`config.mk`:
```
export PLATFORM = sky130hd
export DESIGN_NAME = grant_dispatcher_flat
export DESIGN_NICKNAME = d
export VERILOG_FILES = /design/src/rtl/grant_dispatcher_if.sv /design/src/rtl/grant_dispatcher.sv /design/src/flat_wrapper.sv
export SDC_FILE = /design/constraint.sdc
export NUM_CORES = 1
export LEC_CHECK = 0
export ABC_AREA = 1
export CORE_ASPECT_RATIO = 1.5
export CORE_MARGIN = 3
export CORE_UTILIZATION = 44
export CTS_CLUSTER_DIAMETER = 100
export DETAILED_ROUTE_END_ITERATION = 8
export HOLD_SLACK_MARGIN = 0.08
export PLACE_DENSITY_LB_ADDON = 0.15
export SYNTH_ARGS = -nofsm -noshare
export SYNTH_HDL_FRONTEND = slang
export SYNTH_SLANG_ARGS = --single-unit
```
`constraint.sdc`:
```
create_clock -name i_clk -period 2.5 [get_ports i_clk]
set_input_delay 0.25 -clock i_clk [delete_from_list [all_inputs] [get_ports i_clk]]
set_output_delay 0.25 -clock i_clk [all_outputs]
set_load 0.1 [all_outputs]
```
`src/rtl/grant_dispatcher_if.sv`:
```
// Read-beat channel from the grant dispatcher to the downstream cache datapath.
// The master drives valid/port/beat and the slave returns ready.
interface grant_dispatcher_if #(
    parameter int PORT_W = 4,
    parameter int LEN_W  = 8
);
    logic              rd_vld;
    logic [PORT_W-1:0] rd_port;
    logic [LEN_W-1:0]  rd_beat;
    logic              rd_rdy;

    modport master (
        output rd_vld,
        output rd_port,
        output rd_beat,
        input  rd_rdy
    );

    modport slave (
        input  rd_vld,
        input  rd_port,
        input  rd_beat,
        output rd_rdy
    );
endinterface

```
`src/rtl/grant_dispatcher.sv`:
```
// Latches a one-hot arbiter grant and streams len+1 read beats for that port; first beat one cycle after the grant.
// Beats hold while rd_rdy is low; the port ack follows the last handshake, and arbitration stays masked until then.
module grant_dispatcher #(
    parameter int N_REQ  = 16,
    parameter int LEN_W  = 8,
    parameter int PORT_W = $clog2(N_REQ)
) (
    input  logic                   i_clk,
    input  logic                   i_rst_n,
    input  logic [N_REQ-1:0]       i_port_req,
    input  logic [N_REQ*LEN_W-1:0] i_port_len,
    output logic [N_REQ-1:0]       o_port_ack,
    output logic [N_REQ-1:0]       o_arb_req,
    input  logic [N_REQ-1:0]       i_arb_grant,
    grant_dispatcher_if.master     rd,
    output logic                   o_busy,
    output logic                   o_err_grant
);

    typedef enum logic [1:0] {
        S_IDLE = 2'd0,
        S_XFER = 2'd1,
        S_DONE = 2'd2
    } state_t;

    state_t              state_q;
    logic [PORT_W-1:0]   idx_q;
    logic [LEN_W-1:0]    len_q;
    logic [LEN_W-1:0]    cnt_q;
    logic [N_REQ-1:0]    ack_mask_q;
    logic [N_REQ-1:0]    port_ack_q;
    logic                rd_vld_q;
    logic                busy_q;
    logic                err_q;

    logic [PORT_W-1:0]   gnt_idx;
    logic [LEN_W-1:0]    gnt_len;
    logic                gnt_any;
    logic                gnt_valid;
    logic [N_REQ-1:0]    idx_onehot;

    // The just-served port is masked for one IDLE cycle so a lingering request cannot win again immediately.
    always_comb begin
        o_arb_req = '0;
        if (state_q == S_IDLE) begin
            o_arb_req = i_port_req & ~ack_mask_q;
        end
    end

    always_comb begin
        gnt_idx = '0;
        for (int k = 0; k < N_REQ; k++) begin
            if (i_arb_grant[k]) begin
                gnt_idx = PORT_W'(k);
            end
        end
    end

    assign gnt_any    = |i_arb_grant;
    assign gnt_valid  = $onehot(i_arb_grant) && (|(i_arb_grant & o_arb_req));
    assign gnt_len    = i_port_len[int'(gnt_idx)*LEN_W +: LEN_W];
    assign idx_onehot = {{(N_REQ-1){1'b0}}, 1'b1} << idx_q;

    always_ff @(posedge i_clk or negedge i_rst_n) begin
        if (!i_rst_n) begin
            state_q    <= S_IDLE;
            idx_q      <= '0;
            len_q      <= '0;
            cnt_q      <= '0;
            ack_mask_q <= '0;
            port_ack_q <= '0;
            rd_vld_q   <= 1'b0;
            busy_q     <= 1'b0;
            err_q      <= 1'b0;
        end else begin
            port_ack_q <= '0;
            ack_mask_q <= '0;
            err_q      <= 1'b0;
            case (state_q)
                S_IDLE: begin
                    if (gnt_valid) begin
                        idx_q    <= gnt_idx;
                        len_q    <= gnt_len;
                        cnt_q    <= '0;
                        rd_vld_q <= 1'b1;
                        busy_q   <= 1'b1;
                        state_q  <= S_XFER;
                    end else if (gnt_any) begin
                        err_q <= 1'b1;
                    end
                end
                S_XFER: begin
                    if (rd.rd_rdy) begin
                        if (cnt_q == len_q) begin
                            rd_vld_q   <= 1'b0;
                            port_ack_q <= idx_onehot;
                            state_q    <= S_DONE;
                        end else begin
                            cnt_q <= cnt_q + LEN_W'(1);
                        end
                    end
                end
                S_DONE: begin
                    ack_mask_q <= idx_onehot;
                    busy_q     <= 1'b0;
                    state_q    <= S_IDLE;
                end
                default: begin
                    rd_vld_q <= 1'b0;
                    busy_q   <= 1'b0;
                    state_q  <= S_IDLE;
                end
            endcase
        end
    end

    assign rd.rd_vld  = rd_vld_q;
    assign rd.rd_port = idx_q;
    assign rd.rd_beat = cnt_q;
    assign o_port_ack = port_ack_q;
    assign o_busy     = busy_q;
    assign o_err_grant = err_q;

endmodule

```
`src/flat_wrapper.sv`:
```
// flat-port wrapper written by rule: the top's interface ports become plain ports
module grant_dispatcher_flat 
#(
    parameter int N_REQ  = 16,
    parameter int LEN_W  = 8,
    parameter int PORT_W = $clog2(N_REQ)
)
  (i_clk, i_rst_n, i_port_req, i_port_len, o_port_ack, o_arb_req, i_arb_grant, o_busy, o_err_grant, rd_rd_vld, rd_rd_port, rd_rd_beat, rd_rd_rdy);
  grant_dispatcher_if #(.PORT_W(PORT_W), .LEN_W(LEN_W)) rd_i ();
  input  logic i_clk;
  input  logic i_rst_n;
  input  logic [N_REQ-1:0] i_port_req;
  input  logic [N_REQ*LEN_W-1:0] i_port_len;
  output logic [N_REQ-1:0] o_port_ack;
  output logic [N_REQ-1:0] o_arb_req;
  input  logic [N_REQ-1:0] i_arb_grant;
  output logic o_busy;
  output logic o_err_grant;
  output wire logic [$bits(rd_i.rd_vld)-1:0] rd_rd_vld;
  output wire logic [$bits(rd_i.rd_port)-1:0] rd_rd_port;
  output wire logic [$bits(rd_i.rd_beat)-1:0] rd_rd_beat;
  input wire logic [$bits(rd_i.rd_rdy)-1:0] rd_rd_rdy;
  assign rd_rd_vld = rd_i.rd_vld;
  assign rd_rd_port = rd_i.rd_port;
  assign rd_rd_beat = rd_i.rd_beat;
  assign rd_i.rd_rdy = rd_rd_rdy;
  grant_dispatcher #(.N_REQ(N_REQ), .LEN_W(LEN_W), .PORT_W(PORT_W)) u_core (.i_clk(i_clk), .i_rst_n(i_rst_n), .i_port_req(i_port_req), .i_port_len(i_port_len), .o_port_ack(o_port_ack), .o_arb_req(o_arb_req), .i_arb_grant(i_arb_grant), .rd(rd_i), .o_busy(o_busy), .o_err_grant(o_err_grant));
endmodule
```
==> impl_metrics.yaml, run 1 <==
sta:
  finalSetupViolations: 24
  post-route-worst-setup-slack_ps: -1613
  timing.max_slew.rel_slack_pct: 53.99
  timing.fmax_mhz: 243.2
  transition_time_at_the_pin_with_the_least_slew_margin_ps: 690.1
  final_hold_fails: 0
  grt_setup_unrepaired: "yes"
  final-max-slew-violation-count: 0
  finalHoldWorstSlack_ps: 474.6
  finalCriticalPeriod_ps: 4113
  final_min_period_over_clock_period_pct: 164.5
  final.setup_skew_ps: 5.138
critical_path:
  timing.critical_path.arrival_ps: 4320
  setup.worst_path.start: "i_arb_grant[15]"
  rr_worst_depth: 15
  setup.worst_path.start_class: "primary input"
  worst_r2r_startpoint: "u_core.state_q[1]"
  ff2ff_setup_slack_ps: 260
  critical_path.endpoint: "u_core.rd.rd_beat[7]"
  endpoint_kind: "flop"
  worst_ep_required_time_ps: 2710
  critical_path.max_fanout: 4
  crit_type: "primary input to flop"
  r2r_end: "u_core.rd.rd_beat[3]"
global_route:
  grt_first_pass_wirelength_um: 28120
  global_route.usage.total_pct: 27.62
  pin_count_of_the_biggest_net_entering_global_routing: 67
  overflow: 0
  grt-busiest-layer: "met2"
  via_count_of_the_first_global_routing_pass: 5881
  antenna_found_initial: 0
  met1_usage_pct: 31.19
  globalRouteMet2Util_pct: 48.75
  globalRouteMet3Util_pct: 5.301
floorplanning:
  floorplan.initialDensity_pct: 45.45
  rows: 47
  die_area_mm2: 0.01283
  die_w_um: 93.48
  core_mm2: 0.01111
  io_pins: 210
  die-height_um: 137.2
clocking:
  tritoncts: "done"
  cts_buffers: 9
  clockRootBuffer: "sky130_fd_sc_hd__clkbuf_16"
  clock_insertion_delay_worst_skew_ps: 320
  cts_max_level: 3
  cts.sink_count: 57
  clkTransAtPathRegs_ps: 50
  longest_clk_path_bufs: 2
final_layout:
  nFillCells: 886
  nets: 1182
  drive_above_1_share_pct: 18.28
  syn2layout_area_growth_pct: 56.87
  multiInputGateArea_mm2: 0.002958
  area.sequential_mm2: 0.001426
  finalNonFillerCells: 1137
  antennaDiodeCount: 0
placed_design:
  numPortBuffers: 209
  gp_congestion: 0.8820
  post-place-ws_ps: -2551
  detailed_place_hpwl_um: 13830
  number_of_placed_cells_counting_well_taps: 1110
power_and_ir_drop:
  pd_cells_mw_per_mm2: 835.5
  leakage_component_of_the_power_nw: 4.135
  max-vdd-ir-drop_v: 0.001042
logic_synthesis:
  synthTopCellsByArea: "sky130_fd_sc_hd__dfrtp_1 28%, sky130_fd_sc_hd__nand3_1 16%, sky130_fd_sc_hd__nand2_1 11%"
  synth_top_flop_cell: "sky130_fd_sc_hd__dfrtp_1"
  syn_nets: 946
  top_post_synthesis_cells_by_count: "162 x sky130_fd_sc_hd__nand3_1, 147 x sky130_fd_sc_hd__nand2_1, 146 x sky130_fd_sc_hd__inv_1"
  synthCells: 749
  ys_types: 36
  yosys_register_bits: 57
  netlist_area_mm2: 0.005051
  synthesis.yosys.warnings: 0
  synth.yosys.seq_area_share_pct: 28.24
  yosys.cell_count.top_type: "sky130_fd_sc_hd__nand3_1"
  syn_area_per_cell_um2: 6.744
  most_area_hungry_cell_type_in_the_yosys_netlist: "sky130_fd_sc_hd__dfrtp_1"
  synth_async_sr_flop_share_pct: 100.0
  synthDominantCellAreaShare_pct: 28.24
  number_of_flops_mapped_to_enable_cells_by_yosys: 0
worst_hold_path:
  path_class_of_the_lowest_slack_min_delay_path: "flop to flop"
  hold-path-cell-count: 1
routing:
  initialDrtViolationCount: 349
  post-route-drc-count: 0
  avgRoutedWirePerCell_um: 15.82
  routed_via_density: 5.114
  totalWireLength_um: 17990
  vias: 5815
  final_antenna_net_count: 0
  drt_pre_antenna_iters: 6
outcome:
  violations: "negative setup slack"
  status: "finished, violations left"
flow_run:
  cap_violations: 0
[worst min path at each step]
stage                            to               from
6_report           u_core.rd.rd_vld  u_core.state_q[0]
4_1_cts            u_core.rd.rd_vld  u_core.state_q[0]
2_1_floorplan  u_core.ack_mask_q[0]            i_rst_n
3_5_place_dp   u_core.o_port_ack[6]            i_rst_n
3_3_place_gp   u_core.o_port_ack[5]            i_rst_n
5_1_grt            u_core.rd.rd_vld  u_core.state_q[0]
[per-layer routing]
metal	vias up	routed length, µm	share of wire (%)
met5	-	0	0
met2	246	9131	51
met4	0	835	4.6
li1	2841	-	-
met1	2678	6541	36
met3	50	1477	8.2
[cell families after synthesis]
family | synth area share, %
AOI/OAI and AO/OA | 2.502
xor gates and xnor gates | 1.387
adders and majority gates | 10.06
buffers and inverters | 16.13
DFF | 28.24
and+or+nand+nor | 41.69
[worst max-delay path, stage by stage]
cell and delay [ps]:
sky130_fd_sc_hd__buf_8 70, sky130_fd_sc_hd__buf_6 120, sky130_fd_sc_hd__inv_12 30, sky130_fd_sc_hd__ha_4 240
sky130_fd_sc_hd__inv_2 30, sky130_fd_sc_hd__fa_2 520, sky130_fd_sc_hd__inv_2 40, sky130_fd_sc_hd__fa_2 340
sky130_fd_sc_hd__inv_2 60, sky130_fd_sc_hd__fa_1 390, sky130_fd_sc_hd__inv_2 70, sky130_fd_sc_hd__fa_1 420
sky130_fd_sc_hd__ha_2 220, sky130_fd_sc_hd__fa_2 400, sky130_fd_sc_hd__xor2_2 170, sky130_fd_sc_hd__nor4_4 140
sky130_fd_sc_hd__nand2_2 120, sky130_fd_sc_hd__nand2_4 100, sky130_fd_sc_hd__buf_6 110, sky130_fd_sc_hd__nand3_4 60
sky130_fd_sc_hd__nor2_4 180, sky130_fd_sc_hd__nand4_1 100, sky130_fd_sc_hd__nand2_1 90, sky130_fd_sc_hd__nor2_1 40
[cells in the final DEF, fill, tap and decap left out, types with 5 or more instances in the layout]
| cell type | count |
|---|---|
| sky130_fd_sc_hd__nor2_1 | 50 |
| sky130_fd_sc_hd__clkdlybuf4s50_1 | 149 |
| sky130_fd_sc_hd__nand3_1 | 160 |
| sky130_fd_sc_hd__ha_1 | 18 |
| sky130_fd_sc_hd__nand2_1 | 145 |
| sky130_fd_sc_hd__nand3b_1 | 30 |
| sky130_fd_sc_hd__dfrtp_1 | 57 |
| sky130_fd_sc_hd__fa_1 | 7 |
| sky130_fd_sc_hd__a21oi_1 | 5 |
| sky130_fd_sc_hd__inv_1 | 132 |
| sky130_fd_sc_hd__nor3_1 | 5 |
| sky130_fd_sc_hd__nand2_2 | 5 |
| sky130_fd_sc_hd__inv_2 | 15 |
| sky130_fd_sc_hd__nor3_2 | 5 |
| sky130_fd_sc_hd__buf_6 | 11 |
| sky130_fd_sc_hd__nand4_1 | 21 |
| sky130_fd_sc_hd__clkbuf_16 | 10 |
| sky130_fd_sc_hd__buf_4 | 96 |
[sequential cells by signal (all words and copies together) (netlist names)]
| signal | cells |
|---|---|
| u_core.o_port_ack | 16 |
| u_core.ack_mask_q | 16 |
| u_core.rd.rd_vld | 1 |
| u_core.len_q | 8 |
| u_core.o_busy | 1 |
| u_core.o_err_grant | 1 |
| u_core.rd.rd_beat | 8 |
| u_core.rd.rd_port | 4 |
| u_core.state_q | 2 |
[what timing repair did]
action,4_1_cts,5_1_grt
gates cloned,0,1
setup buffers,8,2
hold endpoints to repair,30,0
endpoints found under the setup margin,24,24
gates resized for setup,70,33
pin swaps,18,3
hold buffers,1,0
[power by group]
| group | internal [mW] | switching [mW] | total (mW) |
|---|---|---|---|
| clock | 0.850 | 0.397 | 1.25 |
| combinational | 1.41 | 2.64 | 4.05 |
| sequential | 1.09 | 0.235 | 1.33 |
[area by class of cell]
cell class | count | share of cell area [%]
multi-input cells | 500 | 37.33
repair buffers | 265 | 31.06
flip-flops and latches | 57 | 18.00
inverters | 152 | 7.390
clock buffers | 14 | 3.458
well taps | 147 | 2.321
clock inverters | 2 | 0.4421
[stage by stage]
| step | utilization, % | TNS, ps | area, µm² | power, mW |
|---|---|---|---|---|
| floorplan | - | -40190 | 5141 | 3.913 |
| global placement | 66.57 | -54810 | 7398 | 4.860 |
| detailed placement | 66.57 | -55870 | 7398 | 4.922 |
| CTS | 69.95 | -34870 | 7775 | 6.317 |
| global route | 71.29 | -39300 | 7924 | 7.016 |
| finish | 71.29 | -35270 | 7924 | 6.621 |
Note: power is estimated with default switching activity, not from simulation.
==> run 2, diff against run 1 <==
CAP_MARGIN = 20   (was unset)
SKIP_CTS_REPAIR_TIMING = 1   (was unset)
==> impl_metrics.yaml, run 2 (synthesized netlist as in run 1, its figures left out) <==
outcome:
  status: "finished, violations left"
  violations: "negative setup slack"
critical_path:
  rr_worst_depth: 14
  r2r_end: "u_core.rd.rd_beat[5]"
  ff2ff_setup_slack_ps: 370
  endpoint_kind: "flop"
  critPathMaxStageDelay_ps: 560
  timing.critical_path.arrival_ps: 4260
  worst_r2r_startpoint: "u_core.state_q[1]"
  crit_top_cell: "sky130_fd_sc_hd__fa_1"
  critical_path.max_fanout: 4
  worst_ep_required_time_ps: 2710
  timing.critical_path.cells: "buf_8 > buf_6 > inv_12 > ha_4 > inv_2 > fa_2 > fa_1 > fa_1 > inv_2 > fa_1 > ha_4 > fa_2 > nor4_4 > nand2_2 > nand2_4 > nand2_4 > nor2_4 > nand2_2 > nor2_4 > nand3_2 > nand2_1 > nor2_1"
  setup.worst_path.start_class: "primary input"
  cp_slowest_cell: "sky130_fd_sc_hd__fa_1"
  crit_type: "primary input to flop"
worst_hold_path:
  hold-path-cell-count: 1
  hold_end: "u_core.rd.rd_vld"
  origin_of_the_worst_min_delay_path: "u_core.state_q[0]"
  path_class_of_the_lowest_slack_min_delay_path: "flop to flop"
final_layout:
  layout.cells.most_common: "sky130_fd_sc_hd__nand3_1"
  finalNonFillerCells: 1133
  antennaDiodeCount: 0
  syn2layout_area_growth_pct: 55.14
  most-common-layout-cells: "161 x sky130_fd_sc_hd__nand3_1, 149 x sky130_fd_sc_hd__clkdlybuf4s50_1, 146 x sky130_fd_sc_hd__nand2_1, 132 x sky130_fd_sc_hd__inv_1, 95 x sky130_fd_sc_hd__buf_4"
  nets: 1178
  drive_above_1_share_pct: 17.55
sta:
  timing.max_slew.rel_slack_pct: 53.11
  final-max-slew-violation-count: 0
  grt_setup_unrepaired: "yes"
  post-route-worst-setup-slack_ps: -1552
  final_hold_fails: 0
  timing.fmax_mhz: 246.8
  final.setup_skew_ps: 4.570
  finalHoldWorstSlack_ps: 470.8
  finalCriticalPeriod_ps: 4052
  finalSetupViolations: 24
  transition_time_at_the_pin_with_the_least_slew_margin_ps: 703.3
  final_min_period_over_clock_period_pct: 162.1
routing:
  routed_via_density: 5.094
  avgRoutedWirePerCell_um: 15.55
  route.met3.wl_um: 1342
  met2_routed_wirelength_um: 8917
  drt_pre_antenna_iters: 5
  initialDrtViolationCount: 311
  met1_routed_length_um: 6547
  dr.max_layer_used: "met4"
  post-route-drc-count: 0
  final_antenna_net_count: 0
  totalWireLength_um: 17620
  vias: 5771
global_route:
  antenna_found_initial: 0
  via_count_of_the_first_global_routing_pass: 5777
  grt_first_pass_wirelength_um: 27770
  pin_count_of_the_biggest_net_entering_global_routing: 67
  global_route.usage.total_pct: 27.26
  overflow: 0
floorplanning:
  io_pins: 210
  die-height_um: 137.2
  rows: 47
  die_w_um: 93.48
  core_mm2: 0.01111
  die_area_mm2: 0.01283
  floorplan.initialDensity_pct: 45.45
clocking:
  cts.sink_count: 57
  cts_max_level: 3
  clkTransAtPathRegs_ps: 50
  tritoncts: "done"
  clockRootBuffer: "sky130_fd_sc_hd__clkbuf_16"
  cts_buffers: 9
  longest_clk_path_bufs: 2
  clock_insertion_delay_worst_skew_ps: 330
flow_run:
  cap_violations: 0
power_and_ir_drop:
  power_mw: 6.534
  max-vdd-ir-drop_v: 0.001042
  pd_cells_mw_per_mm2: 833.8
  leakage_component_of_the_power_nw: 4.105
placed_design:
  post-place-ws_ps: -2551
  number_of_placed_cells_counting_well_taps: 1110
  numPortBuffers: 209
  detailed_place_hpwl_um: 13830
  gp_congestion: 0.8820
[run 2: changes by cell type in the layout (fill, tap and decap cells not counted), moves of 2 or more]
cell                       change
sky130_fd_sc_hd__buf_6         -7
sky130_fd_sc_hd__clkbuf_2      +5
sky130_fd_sc_hd__o21ai_0       -2
sky130_fd_sc_hd__o21ai_1       +2
[run 2: critical path, delay by kind of cell]
kind | cells | cell delay [ps]
buffers and inverters | 5 | 290
adders and majority gates | 7 | 2760
and+or+nand+nor | 10 | 940
[run 2: worst max path at each step]
stage | startpoint | to | slack [ps] | cells after the start
after floorplan | i_arb_grant[15] | u_core.rd.rd_beat[6] | -2060 | 22
after global placement | i_arb_grant[13] | u_core.rd.rd_beat[6] | -2500 | 23
after detailed placement | i_arb_grant[13] | u_core.rd.rd_beat[6] | -2550 | 20
after CTS | i_arb_grant[13] | u_core.rd.rd_beat[6] | -2240 | 20
after global routing | i_arb_grant[6] | u_core.rd.rd_beat[6] | -1730 | 24
final | i_arb_grant[15] | u_core.rd.rd_beat[6] | -1550 | 22
[run 2: power breakdown]
group          switching (mW)  leakage [nW]  internal (mW)
logic                    2.61          3.19           1.36
clock network           0.399         0.153          0.850
registers               0.230         0.765           1.09
total                    3.23          4.10           3.30
[run 2: cell type report]
cell class	instances	area [µm²]
fillers	900	3278
multi-input cells	500	2937
repair buffers	261	2395
flip-flops and latches	57	1426
inverters	152	585.6
clock buffers	14	274.0
well taps	147	183.9
clock inverters	2	35.03
[run 2: metal layers]
layer,track usage (%),up-vias
met5,0,-
met3,5.301,47
li1,-,2829
met4,14.51,0
met1,31.09,2660
met2,47.71,235
[run 2: through the flow]
step                setup TNS, ps  util (%)  instance area (µm²)
finish                     -34410     70.51                 7836
global route               -38290     70.51                 7836
CTS                        -48340     69.35                 7707
detailed placement         -55870     66.57                 7398
global placement           -54810     66.57                 7398
floorplan                  -40190         -                 5141
